## src/rtl/vga_pkg.sv

```systemverilog
// Shared constants for the VGA pixel fetch pipeline: tile geometry, memory-select bit
// positions and default parameter values.
package vga_pkg;
    localparam int TILE_SHIFT = 3;
    localparam int MEM_MAP    = 0;
    localparam int MEM_CHAR   = 1;

    localparam int DEF_NUM_SPRITES = 5;
    localparam int DEF_MAP_ROWS    = 36;
    localparam int DEF_MAP_COLS    = 28;
    localparam int DEF_SPRITE_DIM  = 16;
    localparam int DEF_BLINK_BIT   = 4;
endpackage

```

## src/rtl/vga_pixel_fetch_pipe_sprite_hit.sv

```systemverilog
// One pixel-vs-sprite comparison: reports a hit and the pixel offset inside the sprite.
module sprite_hit
    import vga_pkg::*;
#(
    parameter int SPRITE_DIM = DEF_SPRITE_DIM,
    parameter int OFF_W      = 2 * $clog2(DEF_SPRITE_DIM)
) (
    input  logic             en,
    input  logic             blank,
    input  logic [9:0]       x,
    input  logic [9:0]       y,
    input  logic [9:0]       sx,
    input  logic [9:0]       sy,
    output logic             hit,
    output logic [OFF_W-1:0] offset
);
    localparam int SW = OFF_W / 2;
    localparam logic [9:0] DIM = 10'(SPRITE_DIM);

    logic [9:0] dx;
    logic [9:0] dy;

    assign dx = x - sx;
    assign dy = y - sy;

    // The x >= sx / y >= sy terms stop a coordinate left of or above the sprite from wrapping into range.
    assign hit    = en && !blank && (x >= sx) && (y >= sy) && (dx < DIM) && (dy < DIM);
    assign offset = {dx[SW-1:0], dy[SW-1:0]};
endmodule

```

## src/rtl/vga_pixel_fetch_pipe.sv

```systemverilog
// Two-stage pixel fetch: tile RAM addressing, sprite priority hit and output formatting.
// Optional sprite blinking is enabled by defining VGA_FETCH_BLINK_EN.
module vga_pixel_fetch_pipe
    import vga_pkg::*;
#(
    parameter int NUM_SPRITES = DEF_NUM_SPRITES,
    parameter int MAP_ROWS    = DEF_MAP_ROWS,
    parameter int MAP_COLS    = DEF_MAP_COLS,
    parameter int SPRITE_DIM  = DEF_SPRITE_DIM,
    parameter int BLINK_BIT   = DEF_BLINK_BIT,
    localparam int AW = $clog2(MAP_ROWS * MAP_COLS),
    localparam int WW = (NUM_SPRITES > 1) ? $clog2(NUM_SPRITES) : 1,
    localparam int OW = 2 * $clog2(SPRITE_DIM)
) (
    input  logic                    i_clk,
    input  logic                    i_rst,
    input  logic                    i_valid,
    input  logic [9:0]              i_x_cord,
    input  logic [9:0]              i_y_cord,
    input  logic                    i_frame_start,
    input  logic [NUM_SPRITES-1:0]  i_sprite_en,
    input  logic [NUM_SPRITES*10-1:0] i_sprite_x,
    input  logic [NUM_SPRITES*10-1:0] i_sprite_y,
    input  logic [NUM_SPRITES-1:0]  i_sprite_blink,
    output logic [AW-1:0]           o_map_raddr,
    output logic [AW-1:0]           o_item_raddr,
    input  logic [7:0]              i_map_rdata,
    input  logic [1:0]              i_item_rdata,
    output logic                    o_valid,
    output logic [1:0]              o_mem_select,
    output logic [7:0]              o_address_map,
    output logic [1:0]              o_address_item,
    output logic [WW-1:0]           o_which_char,
    output logic [5:0]              o_tile_offset,
    output logic [OW-1:0]           o_char_offset
);
    localparam logic [10:0] X_LIM = 11'(MAP_ROWS * 8);
    localparam logic [10:0] Y_LIM = 11'(MAP_COLS * 8);

    logic                   active;
    logic [AW-1:0]          raddr;
    logic [NUM_SPRITES-1:0] blank;
    logic [NUM_SPRITES-1:0] hit;
    logic [OW-1:0]          offs [NUM_SPRITES];
    logic                   any_hit;
    logic [WW-1:0]          sel_idx;
    logic [OW-1:0]          sel_off;

    logic                   vld_p1;
    logic                   act_p1;
    logic                   hit_p1;
    logic [5:0]             toff_p1;
    logic [WW-1:0]          idx_p1;
    logic [OW-1:0]          coff_p1;

    assign active = ({1'b0, i_x_cord} < X_LIM) && ({1'b0, i_y_cord} < Y_LIM);
    assign raddr  = active ? AW'(i_x_cord[9:TILE_SHIFT]) * AW'(MAP_COLS) + AW'(i_y_cord[9:TILE_SHIFT])
                           : '0;
    assign o_map_raddr  = raddr;
    assign o_item_raddr = raddr;

`ifdef VGA_FETCH_BLINK_EN
    logic [BLINK_BIT:0] frame_cnt;

    // Pixels arriving alongside the frame pulse still see the old count.
    always_ff @(posedge i_clk) begin
        if (i_rst) begin
            frame_cnt <= '0;
        end else if (i_frame_start) begin
            frame_cnt <= frame_cnt + 1'b1;
        end
    end

    assign blank = i_sprite_blink & {NUM_SPRITES{frame_cnt[BLINK_BIT]}};
`else
    logic unused_blink;

    assign blank        = '0;
    assign unused_blink = ^{i_frame_start, i_sprite_blink};
`endif

    for (genvar k = 0; k < NUM_SPRITES; k++) begin : g_hit
        sprite_hit #(
            .SPRITE_DIM (SPRITE_DIM),
            .OFF_W      (OW)
        ) u_hit (
            .en     (i_sprite_en[k]),
            .blank  (blank[k]),
            .x      (i_x_cord),
            .y      (i_y_cord),
            .sx     (i_sprite_x[k*10 +: 10]),
            .sy     (i_sprite_y[k*10 +: 10]),
            .hit    (hit[k]),
            .offset (offs[k])
        );
    end

    // Scan downwards so the lowest-index hitting sprite is the last one written.
    always_comb begin
        any_hit = 1'b0;
        sel_idx = '0;
        sel_off = '0;
        for (int k = NUM_SPRITES - 1; k >= 0; k--) begin
            if (hit[k]) begin
                any_hit = 1'b1;
                sel_idx = WW'(k);
                sel_off = offs[k];
            end
        end
    end

    // Stage 1: coordinate-derived information, RAM read in flight
    always_ff @(posedge i_clk) begin
        if (i_rst) begin
            vld_p1  <= 1'b0;
            act_p1  <= 1'b0;
            hit_p1  <= 1'b0;
            toff_p1 <= '0;
            idx_p1  <= '0;
            coff_p1 <= '0;
        end else begin
            vld_p1  <= i_valid;
            act_p1  <= i_valid && active;
            hit_p1  <= i_valid && active && any_hit;
            toff_p1 <= (i_valid && active) ? {i_x_cord[2:0], i_y_cord[2:0]} : 6'd0;
            idx_p1  <= (i_valid && active && any_hit) ? sel_idx : '0;
            coff_p1 <= (i_valid && active && any_hit) ? sel_off : '0;
        end
    end

    // Stage 2: merge RAM data and drive registered outputs
    always_ff @(posedge i_clk) begin
        if (i_rst) begin
            o_valid        <= 1'b0;
            o_mem_select   <= '0;
            o_address_map  <= '0;
            o_address_item <= '0;
            o_which_char   <= '0;
            o_tile_offset  <= '0;
            o_char_offset  <= '0;
        end else begin
            o_valid                <= vld_p1;
            o_mem_select[MEM_CHAR] <= hit_p1;
            o_mem_select[MEM_MAP]  <= act_p1;
            o_address_map          <= act_p1 ? i_map_rdata : 8'd0;
            o_address_item         <= act_p1 ? i_item_rdata : 2'd0;
            o_which_char           <= idx_p1;
            o_tile_offset          <= toff_p1;
            o_char_offset          <= coff_p1;
        end
    end
endmodule

```

## config.mk

```make
export PLATFORM = sky130hd
export DESIGN_NAME = vga_pixel_fetch_pipe
export DESIGN_NICKNAME = d
export VERILOG_FILES = /design/src/rtl/vga_pkg.sv /design/src/rtl/vga_pixel_fetch_pipe_sprite_hit.sv /design/src/rtl/vga_pixel_fetch_pipe.sv
export SDC_FILE = /design/constraint.sdc
export NUM_CORES = 1
export LEC_CHECK = 0
export BUFFER_PORTS_ARGS = -buffer_cell sky130_fd_sc_hd__buf_2
export CAP_MARGIN = 40
export CELL_PAD_IN_SITES_DETAIL_PLACEMENT = 2
export CELL_PAD_IN_SITES_GLOBAL_PLACEMENT = 2
export CORE_MARGIN = 2
export CORE_UTILIZATION = 34
export DETAILED_ROUTE_END_ITERATION = 8
export GPL_TIMING_DRIVEN = 1
export HOLD_SLACK_MARGIN = 0.08
export PLACE_DENSITY_LB_ADDON = 0.1
export SYNTH_ARGS = -nofsm -noshare
export SYNTH_HDL_FRONTEND = slang
export SYNTH_SLANG_ARGS = --single-unit
```

## constraint.sdc

```tcl
create_clock -name i_clk -period 10.7 [get_ports i_clk]
set_input_delay 1.605 -clock i_clk [delete_from_list [all_inputs] [get_ports i_clk]]
set_output_delay 1.605 -clock i_clk [all_outputs]
set_load 0.05 [all_outputs]
```

Yosys cells after proc, flatten, opt, wreduce, memory -nomap -nowiden

Index checks and enable logic that the tools add are counted.

$mul: 1
Reductions and logical operators: 29
Equal/unequal tests: 0
Add/sub/neg operators: 11
$lt $le $gt $ge: 22
Divide/modulo/power cells: 0
Multiplexer cells: 15
Bitwise gates (word level): 3
Shift operators: 0

Operators by type and width:

| kind                                                | count |
|---|---|
| >= comparator 10 bit                                | 10 |
| < comparator 10 x 5 -> 1 bit, second input constant | 10 |
| subtractor 10 bit                                   | 10 |
| two-way mux 8 bit                                   | 5 |
| logical AND 1 bit                                   | 23 |
| adder 10 x 7 -> 10 bit                              | 1 |
| < comparator 10 x 8 -> 1 bit, second input constant | 1 |
| < comparator 10 x 9 -> 1 bit, second input constant | 1 |
| two-way mux 10 bit                                  | 1 |
| multiplier 7 x 3 -> 8 bit, second input constant    | 1 |
| two-way mux 1 bit                                   | 6 |
| OR reduction 2 bit                                  | 3 |
| OR reduction 6 bit                                  | 1 |
| two-way mux 2 bit                                   | 2 |
| OR reduction 4 bit                                  | 1 |
| two-way mux 3 bit                                   | 1 |
| inverter 1 bit                                      | 3 |
| OR reduction 3 bit                                  | 1 |

Memory bits (writable): 0
Latch bits: 0
Logic and storage cells: 96
Memory bits (read-only): 0
Output and inout port bits: 50
Memories kept: 0
Register bits: 50
Bits of input ports: 144

Longest topological paths before layout

Gate-level depths: netlist (run 1).

Depth in word-level cells: 13
Gate-level depth with buffers: 14
Gate-level depth less buffers: 13

Cells and area by module

From an unflattened synthesis (run 1), not the netlist that was laid out.

Cells, all modules: 994
Area total of the unflattened synthesis: 7706.1 um2

Modules (own cells, without submodules):

| module                           | area each (um2) | cells each | seq. area each (um2) | times used |
|---|---|---|---|---|
| sprite_hit at g_hit[0].u_hit ... | 1011.0          | 142        | 0.0                  | 3 |
| vga_pixel_fetch_pipe             | 2431.1          | 253        | 1001.0               | 1 |
| sprite_hit at g_hit[2].u_hit     | 1142.3          | 160        | 0.0                  | 1 |
| sprite_hit at g_hit[1].u_hit     | 1099.8          | 155        | 0.0                  | 1 |

Least setup slack after synthesis (run 1)

No wires, ideal clock.

Path kind: input -> output
From: in i_x_cord[3]
To: out o_map_raddr[5]
Arrival: 4649 ps
Path buffers: 1
Setup slack: 4446 ps
Stages: 7
Data required time: 9095 ps
Cell sequence: fa_1 ha_1 fa_1 ha_1 nor2b_1 nor3_1 buf_4

Longest elaborated chain between the ends: 3
Elaborated cells between the ends (all ways): 5
Classes of those cells: 1 x add/sub; 1 x mul; 1 x order compare; 1 x mux; 1 x reduce/logical

Ends and longest elaborated chain:

| item                                                                             | line                                                   | source |
|---|---|---|
| start: declaration                                                               | vga_pixel_fetch_pipe.sv:18                             | `input logic [9:0] i_x_cord,` |
| multiplier 7 x 3 -> 8 bit / < comparator 10 x 9 -> 1 bit (equally long branches) | vga_pixel_fetch_pipe.sv:57, vga_pixel_fetch_pipe.sv:56 |  |
| adder 10 x 7 -> 10 bit / logical AND 1 bit (equally long branches)               | vga_pixel_fetch_pipe.sv:57, vga_pixel_fetch_pipe.sv:56 |  |
| two-way mux 10 bit *                                                             | vga_pixel_fetch_pipe.sv:57                             | `assign raddr = active ? AW'(i_x_cord[9:TILE_SHIFT]) * AW'(MAP_COLS) + AW'(i_y_cord[9:TILE_SHIFT])` |
| end: declaration                                                                 | vga_pixel_fetch_pipe.sv:25                             | `output logic [AW-1:0] o_map_raddr,` |

Every way passes the cells marked *; elsewhere a longest branch is shown, timed or not.

Worst setup path after layout (run 1)

From: in i_x_cord[5]
To: out o_map_raddr[9]

Same word-level chain as after synthesis.

==> flow_metrics.env, run 1 <==
export IMPL_crit_start="i_x_cord[5]"
export IMPL_ant_nets=0
export IMPL_yosys_area_share_simple=0.2309
export IMPL_core_sq_um=21890
export IMPL_synth_compound_area_frac=0.2453
export IMPL_path_clk_slew_ns=0.06
export IMPL_cts_buffers_inserted=5
export IMPL_nets=1417
export IMPL_p_leak_nw=4.438
export IMPL_fp_dieH_um=153.4
export IMPL_cts_root_buf="clkbuf_16"
export IMPL_synth_adder_area_share=0.2339
export IMPL_peakVddDrop_uv=54.86
export IMPL_ys_seq_elements=50
export IMPL_track_usage=0.2367
export IMPL_yosysSeqAreaShare=0.1320
export IMPL_antenna_found_initial=0
export IMPL_drc=0
export IMPL_maxSlewHeadroom=0.5500
export IMPL_cts_setup_buffers=0
export IMPL_synth_edff_count=0
export IMPL_clkLatencyLatePin_ns=0.29
export IMPL_synth_xor_area_share=0.04503
export IMPL_io_buffers=187
export IMPL_ys_warnings_count=0
export IMPL_grt_overflow_total=0
export IMPL_power_density_nw_per_um2=87.12
export IMPL_cts_max_path_buffers=2
export IMPL_cts_hold_buf=0
export IMPL_worstHoldPathType="reg2reg"
export IMPL_die_w_um=153.4
export IMPL_synth_async_reset_ratio=0
export IMPL_synth_top_family_by_area="compound AO/OA/AOI/OAI gates"
export IMPL_drive_gt1_frac=0.2003
export IMPL_cp_endpoint="o_map_raddr[9]"
export IMPL_hold_viol=0
export IMPL_ios=194
export IMPL_std_cell_rows=54
export IMPL_grt_pass1_wl_mm=44.64
export IMPL_path_class="in2out"
export IMPL_skew_ns=0.005176
export IMPL_grt_start_max_net_pins=22
export IMPL_diodes=0
export IMPL_via_count=7720
export IMPL_h_tree_depth=2
export IMPL_worstPathRequired_ns=9.10
export IMPL_gp_congestion=0.8417
export IMPL_r2r_cells=2
export IMPL_cts_resized_gates=0
export IMPL_postSynthAreaPerCell_sq_um=7.787
export IMPL_crit_arrival_ns=4.53
export IMPL_reg2reg_to="o_address_map[1]"
export IMPL_hpwl_mm=23.24
export IMPL_synthMuxAreaShare=0.01485
export IMPL_drtIter0Drc=292
export IMPL_crit_path_end_kind="output pin"
export IMPL_grt_pass1_vias=8116
export IMPL_initial_core_util=0.3465
export IMPL_area_growth_pct=16.46
export IMPL_hold_slack_ns=0.4440
export IMPL_fin_crit_sh=0.5732
export IMPL_slew_viol_final=0
export IMPL_r2r_start="act_p1"
export IMPL_synth_distinct_cells=94
export IMPL_reg2reg_slack_ns=9.57
export IMPL_status="finished, final reports clean"
export IMPL_dieArea_sq_um=23520
export IMPL_max_cap_viol_count=0
export IMPL_synth_area_sq_um=7585
export IMPL_wl_mm=28.38
export IMPL_vias_per_cell=5.425
export IMPL_synthFlopType="dfxtp_1"
export IMPL_fin_crit_ns=6.133
export IMPL_wl_per_cell_um=19.95
export IMPL_dr_pass1_iters=4
export IMPL_fin_tns_setup_ns=0
export IMPL_cp_max_fo=9
export IMPL_synthesis_nets=1249
export IMPL_cts_tree="yes"
export IMPL_nFillCells=2680
export IMPL_clock_sinks=50
export IMPL_syn_inst=974
export IMPL_max_freq_mhz=163.1
export IMPL_power_uw=769.6
export IMPL_worst_slew_pin_transition_ns=0.6644
export IMPL_rsz0062_at_grt="no"
export IMPL_setup_viol=0
export IMPL_startpoint_type="input pin"
## final cells by class
type,count,area (sq um),area share
clock inverter,2,13.76,0.001558
multi-input combinational,748,5841,0.6612
tap,280,350.3,0.03966
clock buffer,6,128.9,0.01459
sequential,50,1001,0.1133
inverter,150,563.0,0.06374
timing repair buffer,187,935.9,0.1059
## metal layers
metal | vias to the layer above | share of wire | GRT usage
met5 | - | 0 | 0
met3 | 9 | 0.033 | 0.01049
li1 | 3791 | - | -
met2 | 167 | 0.48 | 0.4109
met4 | 0 | 0.0079 | 0.02796
met1 | 3753 | 0.48 | 0.3355
## report_power, final
| group | switching (mW) | internal (mW) | total [mW] |
|---|---|---|---|
| logic | 0.256 | 0.174 | 0.430 |
| registers | 0.000197 | 0.187 | 0.187 |
| clock network | 0.0659 | 0.0867 | 0.153 |
| total | 0.322 | 0.448 | 0.770 |
## cells in the mapped netlist, drive strengths merged (12+ instances only)
cell    number  area (sq um)
inv        150         563.0
ha         113          1414
nor2        67         251.5
a21oi       62         314.1
o21ai       54         270.3
dfxtp       50          1001
nor2b       44         282.8
nand2       36         142.6
xnor2       27         236.5
nand2b      25         156.4
a21o        18         135.1
fa          18         360.4
o21a        18         135.1
a211oi      17         145.1
nand3       17         90.09
nand4       17         127.6
and2        15         97.60
buf         15         118.9
nor3        15         91.34
xor2        12         105.1
## registers in the layout, indices dropped and copies added (netlist names), 3 cells and up
signal         flops
coff_p1            8
idx_p1             3
o_address_map      8
o_char_offset      8
o_tile_offset      6
o_which_char       3
toff_p1            6
## how the worst min path moves through the flow
stage | startpoint | end | cells after the start
2_1_floorplan | coff_p1[0] | o_char_offset[0] | 1
3_3_place_gp | vld_p1 | o_valid | 1
3_5_place_dp | coff_p1[6] | o_char_offset[6] | 1
4_1_cts | coff_p1[1] | o_char_offset[1] | 1
5_1_grt | coff_p1[1] | o_char_offset[1] | 1
6_report | coff_p1[1] | o_char_offset[1] | 1
## worst max-delay path, stage by stage
cell,delay [ns]
buf_2,0.35
fa_1,0.50
ha_1,0.22
fa_1,0.46
ha_1,0.32
nor2b_1,0.17
o21ai_0,0.10
nand2b_1,0.12
nand3_1,0.12
xnor2_1,0.15
nor2_1,0.11
buf_2,0.29
## logic make-up (layout without fill, tap and decap cells)
| group | count (synthesis) | count (layout) |
|---|---|---|
| adders and majority gates | 131 | 131 |
| buffers and inverters | 176 | 345 |
| xor gates and xnor gates | 39 | 39 |
| DFF | 50 | 50 |
| AOI/OAI and AO/OA | 267 | 267 |
| muxes | 11 | 11 |
| and+or+nand+nor | 300 | 300 |
## placed cells by master, fill, tap and decap left out, types with 16 or more instances in the layout
cell and instances:
inv_1 150, buf_2 187, xnor2_1 27, nand3_1 16, nor2_1 67, fa_1 18
ha_1 113, o21ai_0 49, dfxtp_1 50, a21o_1 18, nand2_1 35, nor2b_1 43
a21oi_1 61, o21a_1 18, nand2b_1 25
## stage by stage
stage          utilization  instances  worst slack (ns)  instance area, sq um
5_1_grt             0.4035       1423             4.405                  8833
3_3_place_gp        0.3970       1415             4.605                  8691
2_1_floorplan            -        974             4.446                  7585
4_1_cts             0.4035       1423             4.541                  8833
3_5_place_dp        0.3970       1415             4.559                  8691
6_report            0.4035       1423             4.567                  8833
Note: power is estimated with default switching activity, not from simulation.
==> inputs of run 2 (changes only) <==
- CORE_UTILIZATION: 34 -> 28
- clock period: 10.7 -> 5.28 ns (I/O delays scaled with it)
==> run 2 against run 1 <==
Clock power grew 100%. Combinational power grew 100%. Final area up 0.84%. Sequential share of layout area down 0.094 points. Critical endpoint unchanged.
==> flow_metrics.env, run 2 (synthesis gave the netlist of run 1 again) <==
export IMPL_setup_ws_ns=0.7433
export IMPL_layout_common_cells="187 x buf_2, 150 x inv_1, 113 x ha_1"
export IMPL_setup_viol=0
export IMPL_io_buffers=187
export IMPL_initial_core_util=0.2830
export IMPL_wl_per_cell_um=19.60
export IMPL_power_density_nw_per_um2=175.5
export IMPL_path_clk_slew_ns=0.06
export IMPL_vias_per_cell=5.105
export IMPL_cts_resized_gates=0
export IMPL_rsz0062_at_grt="no"
export IMPL_fin_tns_setup_ns=0
export IMPL_cts_tree="yes"
export IMPL_dr_pass1_iters=4
export IMPL_final_common_cell="buf_2"
export IMPL_path_class="in2out"
export IMPL_core_sq_um=26800
export IMPL_via_count=7570
export IMPL_hold_viol=0
export IMPL_diodes=0
export IMPL_cp_max_fo=9
export IMPL_cts_max_path_buffers=2
export IMPL_fin_crit_sh=0.8592
export IMPL_wl_mm=29.07
export IMPL_clock_sinks=50
export IMPL_drive_gt1_frac=0.2005
export IMPL_area_growth_pct=17.44
export IMPL_hpwl_mm=24.00
export IMPL_std_cell_rows=60
export IMPL_crit_arrival_ns=3.74
export IMPL_fin_crit_ns=4.537
export IMPL_startpoint_type="input pin"
export IMPL_max_freq_mhz=220.4
export IMPL_ios=194
export IMPL_grt_pass1_wl_mm=45.17
export IMPL_skew_ns=0.005538
export IMPL_antenna_found_initial=0
export IMPL_drc=0
export IMPL_grt_start_max_net_pins=22
export IMPL_cts_setup_buffers=0
export IMPL_regArea_sq_um=1001
export IMPL_drtIter0Drc=260
export IMPL_cts_buffers_inserted=5
export IMPL_status="finished, final reports clean"
export IMPL_cts_root_buf="clkbuf_16"
export IMPL_nets=1417
export IMPL_die_w_um=168.6
export IMPL_nFillCells=3235
export IMPL_multi_input_area_sq_um=5841
export IMPL_crit_path_end_kind="output pin"
export IMPL_gp_congestion=0.7868
export IMPL_fp_dieH_um=168.6
export IMPL_postLayoutCoreUtil=0.3324
export IMPL_slew_viol_final=0
export IMPL_dp_slack_ns=0.7343
export IMPL_max_cap_viol_count=0
export IMPL_track_usage=0.2015
export IMPL_maxSlewHeadroom=0.5268
export IMPL_p_leak_nw=4.429
export IMPL_dieArea_sq_um=28420
export IMPL_worst_slew_pin_transition_ns=0.6987
export IMPL_power_mw=1.563
export IMPL_grt_pass1_vias=8046
export IMPL_worstPathRequired_ns=4.49
export IMPL_peakVddDrop_uv=125.3
export IMPL_top_regs="coff_p1 x8, o_address_map x8, o_char_offset x8"
export IMPL_h_tree_depth=2
export IMPL_hold_slack_ns=0.4432
export IMPL_ant_nets=0
export IMPL_cts_hold_buf=0
export IMPL_worstHoldPathType="reg2reg"
export IMPL_clkLatencyLatePin_ns=0.28
export IMPL_grt_overflow_total=0
-- run 2: cell count changes in the layout (fill, tap and decap cells not counted), sizes merged --
cell / before / now
clkinv: 2 / 0
clkinvlp: 0 / 2
clkbuf: 6 / 5
-- run 2: power by group --
group / switching, mW / leakage, nW / internal (mW)
clock network: 0.136 / 0.0619 / 0.173
registers: 0.000367 / 0.403 / 0.379
logic: 0.523 / 3.96 / 0.353
total: 0.659 / 4.43 / 0.904
-- run 2: critical path, stage by stage --
cell and delay [ns]:
buf_2 0.36, fa_1 0.50, ha_1 0.22, fa_1 0.45, ha_1 0.32, nor2b_1 0.17, o21ai_0 0.10, nand2b_1 0.13
nand3_1 0.11, xnor2_1 0.16, nor2_1 0.12, buf_2 0.29
-- run 2: path summary, 6_finish.rpt --
path,start,end,slack (ns),cells past startpoint
max,i_x_cord[5],o_map_raddr[9],0.74,12
min,toff_p1[1],o_tile_offset[1],0.44,1
max reg2reg,act_p1,o_address_map[0],4.25,2
min reg2reg,toff_p1[1],o_tile_offset[1],0.44,1
-- run 2: cell type report --
| cell class | count | area share |
|---|---|---|
| multi-input cells | 748 | 0.6557 |
| flip-flops and latches | 50 | 0.1124 |
| clock buffers | 5 | 0.01405 |
| clock inverters | 2 | 0.001686 |
| well taps | 341 | 0.04790 |
| inverters | 150 | 0.06321 |
| repair buffers | 187 | 0.1051 |
-- run 2: routing by layer --
metal / GRT usage / wire length, um / vias to the layer above
met5: 0 / 0 / -
met2: 0.3389 / 13250 / 144
met3: 0.01496 / 831 / 12
li1: - / - / 3800
met4: 0.02174 / 332 / 0
met1: 0.2912 / 14660 / 3614
-- run 2: through the flow --
step / instances / instance area (sq um)
floorplan: 974 / 7585
finish: 1483 / 8907
detailed placement: 1476 / 8767
CTS: 1483 / 8907
global placement: 1476 / 8767
global route: 1483 / 8907
